### src/rtl/ebpc_zrle_encoder.sv
// Zero/non-zero run-length encoder for the EBPC path. It emits '1' for each non-zero word and
// '0'+run-1 for each zero run, packed MSB-first into DATA_W-bit words, with a frame-end flush.
module ebpc_zrle_encoder #(
  parameter int DATA_W = 8,
  parameter int ZRL_W  = 4
) (
  input  logic              clk_i,
  input  logic              rst_ni,
  input  logic [DATA_W-1:0] data_i,
  input  logic              last_i,
  input  logic              vld_i,
  output logic              rdy_o,
  output logic [DATA_W-1:0] znz_data_o,
  output logic              znz_last_o,
  output logic              znz_vld_o,
  input  logic              znz_rdy_i
);

  localparam int MAX_RUN = 2**ZRL_W;
  localparam int SYM_W   = ZRL_W + 2;
  localparam int ACC_W   = DATA_W + ZRL_W;
  localparam int TW      = DATA_W + SYM_W;
  localparam int FW      = $clog2(DATA_W) + 2;
  localparam logic [ZRL_W:0] RUN_MAX = (ZRL_W+1)'(MAX_RUN);

  // A run symbol plus '1' appended to an almost-full accumulator must never complete two words.
  if (ZRL_W + 2 > DATA_W) begin : g_param_chk
    $error("ebpc_zrle_encoder: ZRL_W+2 must not exceed DATA_W");
  end

  typedef enum logic [1:0] {ENC, FLUSH_RUN, FLUSH_PAD} state_e;

  state_e              state_q, state_d;
  logic [ZRL_W:0]      run_q, run_d;
  logic [ACC_W-1:0]    acc_q, acc_d;
  logic [FW-1:0]       fill_q, fill_d;
  logic [DATA_W-1:0]   out_q, out_d;
  logic                out_last_q, out_last_d;
  logic                out_vld_q, out_vld_d;

  logic                out_free, acc_in, zero_w;
  logic [ZRL_W:0]      run_inc;
  logic [ZRL_W-1:0]    run_m1;
  logic [SYM_W-1:0]    sym;
  logic [FW-1:0]       len, nf;
  logic [TW-1:0]       place, tmp;
  logic                app, ld, ld_last;
  logic [DATA_W-1:0]   ld_data;

  assign out_free = !out_vld_q || znz_rdy_i;
  assign rdy_o    = (state_q == ENC) && out_free;
  assign acc_in   = vld_i && rdy_o;
  assign zero_w   = (data_i == '0);
  assign run_inc  = run_q + (ZRL_W+1)'(1);
  // Truncation maps a full run (MAX_RUN) onto the all-ones length field.
  assign run_m1   = run_q[ZRL_W-1:0] - ZRL_W'(1);

  always_comb begin
    state_d = state_q;
    run_d   = run_q;
    acc_d   = acc_q;
    fill_d  = fill_q;
    sym     = '0;
    len     = '0;
    app     = 1'b0;
    ld      = 1'b0;
    ld_data = out_q;
    ld_last = 1'b0;
    place   = '0;
    tmp     = '0;
    nf      = '0;

    // Symbols are built left-aligned in sym; len says how many top bits are real.
    case (state_q)
      ENC: if (acc_in) begin
        if (zero_w) begin
          if (!last_i && run_inc == RUN_MAX) begin
            app   = 1'b1;
            sym   = {1'b0, {ZRL_W{1'b1}}, 1'b0};
            len   = FW'(ZRL_W + 1);
            run_d = '0;
          end else begin
            run_d = run_inc;
          end
        end else begin
          app   = 1'b1;
          run_d = '0;
          if (run_q != '0) begin
            sym = {1'b0, run_m1, 1'b1};
            len = FW'(SYM_W);
          end else begin
            sym = {1'b1, {(SYM_W-1){1'b0}}};
            len = FW'(1);
          end
        end
        if (last_i) state_d = FLUSH_RUN;
      end
      FLUSH_RUN: begin
        if (run_q == '0) begin
          state_d = FLUSH_PAD;
        end else if (out_free) begin
          app     = 1'b1;
          sym     = {1'b0, run_m1, 1'b0};
          len     = FW'(ZRL_W + 1);
          run_d   = '0;
          state_d = FLUSH_PAD;
        end
      end
      FLUSH_PAD: begin
        if (fill_q == '0) begin
          state_d = ENC;
        end else if (out_free) begin
          ld      = 1'b1;
          ld_data = acc_q[ACC_W-1 -: DATA_W];
          ld_last = 1'b1;
          acc_d   = '0;
          fill_d  = '0;
          state_d = ENC;
        end
      end
      default: state_d = ENC;
    endcase

    if (app) begin
      place = {sym, {DATA_W{1'b0}}} >> fill_q;
      tmp   = {acc_q, 2'b00} | place;
      nf    = fill_q + len;
      if (nf >= FW'(DATA_W)) begin
        ld      = 1'b1;
        ld_data = tmp[TW-1 -: DATA_W];
        acc_d   = {tmp[SYM_W-1:0], {(DATA_W-2){1'b0}}};
        fill_d  = nf - FW'(DATA_W);
        // Frame closes exactly on a word boundary: tag this word, nothing left to flush.
        if (fill_d == '0 && run_d == '0 && (state_q == FLUSH_RUN || last_i)) begin
          ld_last = 1'b1;
          state_d = ENC;
        end
      end else begin
        acc_d  = tmp[TW-1 -: ACC_W];
        fill_d = nf;
      end
    end

    out_d      = ld ? ld_data : out_q;
    out_last_d = ld ? ld_last : out_last_q;
    out_vld_d  = ld | (out_vld_q & ~znz_rdy_i);
  end

  always_ff @(posedge clk_i or negedge rst_ni) begin
    if (!rst_ni) begin
      state_q    <= ENC;
      run_q      <= '0;
      acc_q      <= '0;
      fill_q     <= '0;
      out_q      <= '0;
      out_last_q <= 1'b0;
      out_vld_q  <= 1'b0;
    end else begin
      state_q    <= state_d;
      run_q      <= run_d;
      acc_q      <= acc_d;
      fill_q     <= fill_d;
      out_q      <= out_d;
      out_last_q <= out_last_d;
      out_vld_q  <= out_vld_d;
    end
  end

  assign znz_data_o = out_q;
  assign znz_last_o = out_last_q;
  assign znz_vld_o  = out_vld_q;

endmodule

### config.mk
export PLATFORM = sky130hd
export DESIGN_NAME = ebpc_zrle_encoder
export DESIGN_NICKNAME = d
export VERILOG_FILES = /design/src/rtl/ebpc_zrle_encoder.sv
export SDC_FILE = /design/constraint.sdc
export NUM_CORES = 1
export LEC_CHECK = 0
export CORE_MARGIN = 3
export CORE_UTILIZATION = 52
export DETAILED_ROUTE_END_ITERATION = 8
export GPL_ROUTABILITY_DRIVEN = 0
export PLACE_DENSITY = 0.76
export REMOVE_ABC_BUFFERS = 1
export SLEW_MARGIN = 25
export SYNTH_ARGS = -nofsm -noshare
export SYNTH_HDL_FRONTEND = slang
export SYNTH_SLANG_ARGS = --single-unit
### constraint.sdc
create_clock -name clk_i -period 4.1 [get_ports clk_i]
set_clock_uncertainty 0.2 [all_clocks]
set_input_delay 0.82 -clock clk_i [delete_from_list [all_inputs] [get_ports clk_i]]
set_output_delay 0.82 -clock clk_i [all_outputs]
set_load 0.005 [all_outputs]
==> metrics <==
mean post-synth cell area=8.529 um2; fin crit period=4.278 ns; failing checks=negative setup slack; layout cell share with drive strength beyond 1=0.3980; number of global-route vias before repair=2865; root buffer cell=clkbuf_8; RSZ-0062 raised after global routing=true; Die X=76.73 um; IO Port Bufs=23; final core occ=0.8120; first-pass GRT wire length=14430 um; core area=4786 um2; largest net degree at the start of global routing=35; CP Capture Type=flop; die area=5887 um2; CTS max path bufs=2; Cells after Synth=305; cells on worst reg2reg path=17; grt ovf=0; Worst EP required=4.09 ns; Lkg Pwr=1.648 nW; footprint of the multi-input gates=1984 um2; max-slew headroom at the worst pin=0.2608; CP Class=in2reg; Final Max Tran Viols=0; setup ws final=-0.1782 ns; CP max stage cell=or4_4; setup slack, reg-to-reg=-0.12 ns; most used cell, CP=buf_6; Sink Count=34; synth unique cells=68; Setup crit start=data_i[7]; Post-synth EDFFs=0; mapped cell area=2601 um2; MaxCap Viol Count=0; Cell Pwr Density=612.3 nW/um2; Critical Path Source Type=primary input; Wirelength per Cell=21.84 um; CP cell instances=buf_6, or4_4, nor2_4, o211a_1, o31ai_4, ha_2, fa_2, buf_6, xor2_4, or3_4, o31a_1, buf_4, buf_6, buf_6, xnor2_4, a21oi_2, o21ba_4; Syn-to-layout area delta=49.40%; DRC=0; Worst-Skew Late Latency=0.30 ns; clock transition at the registers of the reported paths=0.07 ns; Fin. Hold Viols=0; Final nets=413; Worst Setup EP=fill_q[3]; H-tree depth=2; Worst Path Arrival=4.27 ns; initial antenna violation count=0; top_reg_cell synth=dfrtp_1; largest delay contributor family on the critical path=simple AND/OR/NAND/NOR gates; class of the worst hold path=reg2reg; TritonCTS Buffers=5; FF+latch area=850.8 um2; commonest non-fill, non-tap cell in the layout=buf_4; fraction of registers with async set/reset=1.000; Syn. warnings=0; DRT Wirelength=10030 um; Seq/Total Area, Yosys=0.3271; Vias/cell=6.815; total I/O pin count=24; GRT Util Overall=0.3089; CP max stage delay=0.54 ns; reg-to-reg endpoint=fill_q[3]; largest fanout on the critical path=4; worst path bufs/invs=5; status=finished with violations; final setup vio count=21; height of the die=76.73 um; CTS tree=built; row cnt=25; Slew @ Worst Pin=1.097 ns; Vias=3128; fillcell total=287; most frequent cells in the layout=55 x buf_4, 34 x dfrtp_1, 25 x nand2_1; DR iter-0 viols=525; synthesized flop and latch total=34; Starting Density=0.5435; hold slack=0.2911 ns; CTS Hold Bufs=0; Max Fclk=233.7 MHz; Diodes inserted=0; antenna-violating nets left=0; worst vdd ir=0.5327 mV; period utilization=1.043; r2r startpoint=run_q[0]; Crit path depth=17; drt pass-1 iters=6; HPWL after detailed placement=5462 um
-- flip-flops by register name, indices dropped and copies added (netlist names) --
register and count:
acc_q 12, fill_q 5, run_q 5, state_q 2
znz_data_o 8, znz_last_o 1, znz_vld_o 1
-- metal layers --
metal	GRT usage	up-vias	share of wire
li1	-	1319	-
met1	0.4199	1460	0.38
met2	0.4852	280	0.45
met3	0.05047	69	0.11
met4	0.1359	0	0.055
met5	0	-	0
-- cell type report --
class,instances,area share
Clock inverter,2,0.003220
Timing Repair Buffer,96,0.2167
Inverter,8,0.007727
Tap cell,67,0.02157
Clock buffer,6,0.02125
Multi-Input combinational cell,246,0.5106
Sequential cell,34,0.2189
-- per-stage QoR --
stage	area, um2	total power, W	TNS, ns	instances	worst slack, ns
after floorplan	2511	0.001122	-3.643	288	-0.3965
after detailed placement	3183	0.001631	-14.43	424	-0.7003
after global routing	3886	0.002507	-3.613	459	-0.2676
final	3886	0.002379	-2.152	459	-0.1782
after CTS	3578	0.002065	-0.8969	454	-0.1322
after global placement	3183	0.001601	-12.28	424	-0.6057
-- synthesized netlist by cell type, types with 3 or more instances --
| master | count | share of area |
|---|---|---|
| o21a_1 | 3 | 0.0087 |
| o22a_1 | 3 | 0.010 |
| o22ai_1 | 5 | 0.012 |
| xnor2_1 | 3 | 0.010 |
| a21oi_1 | 24 | 0.046 |
| nand2_1 | 28 | 0.040 |
| o311a_1 | 3 | 0.012 |
| a21o_1 | 8 | 0.023 |
| o31ai_1 | 7 | 0.020 |
| buf_6 | 3 | 0.013 |
| dfrtp_1 | 34 | 0.33 |
| or4_1 | 4 | 0.012 |
| ha_1 | 8 | 0.038 |
| a31oi_1 | 3 | 0.0072 |
| clkbuf_1 | 9 | 0.013 |
| o21ai_0 | 16 | 0.031 |
| buf_2 | 3 | 0.0058 |
| nor4_1 | 3 | 0.0072 |
| nand3b_1 | 4 | 0.012 |
| nand2b_1 | 4 | 0.0096 |
| nand3_1 | 13 | 0.025 |
| nor2_1 | 28 | 0.040 |
| and3_1 | 3 | 0.0072 |
| nor3_1 | 9 | 0.017 |
| nor2b_1 | 10 | 0.024 |
| inv_1 | 8 | 0.012 |
| a22o_1 | 3 | 0.010 |
| a211o_1 | 3 | 0.010 |
-- worst min-delay path by stage --
stage                         start       endpoint  cells past startpoint
after floorplan            acc_q[3]       acc_q[3]                      2
after global placement    acc_q[10]  znz_data_o[6]                      1
after detailed placement  acc_q[10]  znz_data_o[6]                      1
after CTS                  acc_q[3]       acc_q[3]                      2
after global routing      acc_q[10]  znz_data_o[6]                      1
final                     acc_q[10]  znz_data_o[6]                      1
-- power breakdown --
part / leakage (nW) / internal (W) / switching, W
combinational: 1.16 / 0.000754 / 0.000749
clock: 0.0472 / 0.000135 / 0.000136
sequential: 0.436 / 0.000446 / 0.000160
total: 1.65 / 0.00133 / 0.00104
-- what timing repair did --
item	CTS	global route
endpoints found under the hold margin	0	0
setup endpoints to repair	25	26
resized for setup	59	58
pin swaps	23	32
cloned	0	0
setup buffers	22	5
-- cell families after synthesis --
family          after synthesis  share of synthesized area
flops                        34                     0.3271
mux                           5                    0.02501
buf+inv                      25                    0.04617
simple gates                125                     0.2583
compound gates              102                     0.2804
fa+ha+maj                     9                    0.04618
xor+xnor                      5                    0.01684
-- worst register-to-register path, stage by stage, from the launching register on --
cell     delay, ns
dfrtp_1       0.45
inv_1         0.11
ha_1          0.21
or4b_4        0.53
nand3_4       0.15
o31ai_4       0.10
ha_2          0.20
fa_2          0.36
buf_6         0.14
xor2_4        0.15
or3_4         0.41
o31a_1        0.28
buf_4         0.15
buf_6         0.12
buf_6         0.13
xnor2_4       0.15
a21oi_2       0.14
o21ba_4       0.16
No activity file was read; power rests on OpenSTA's default activity.
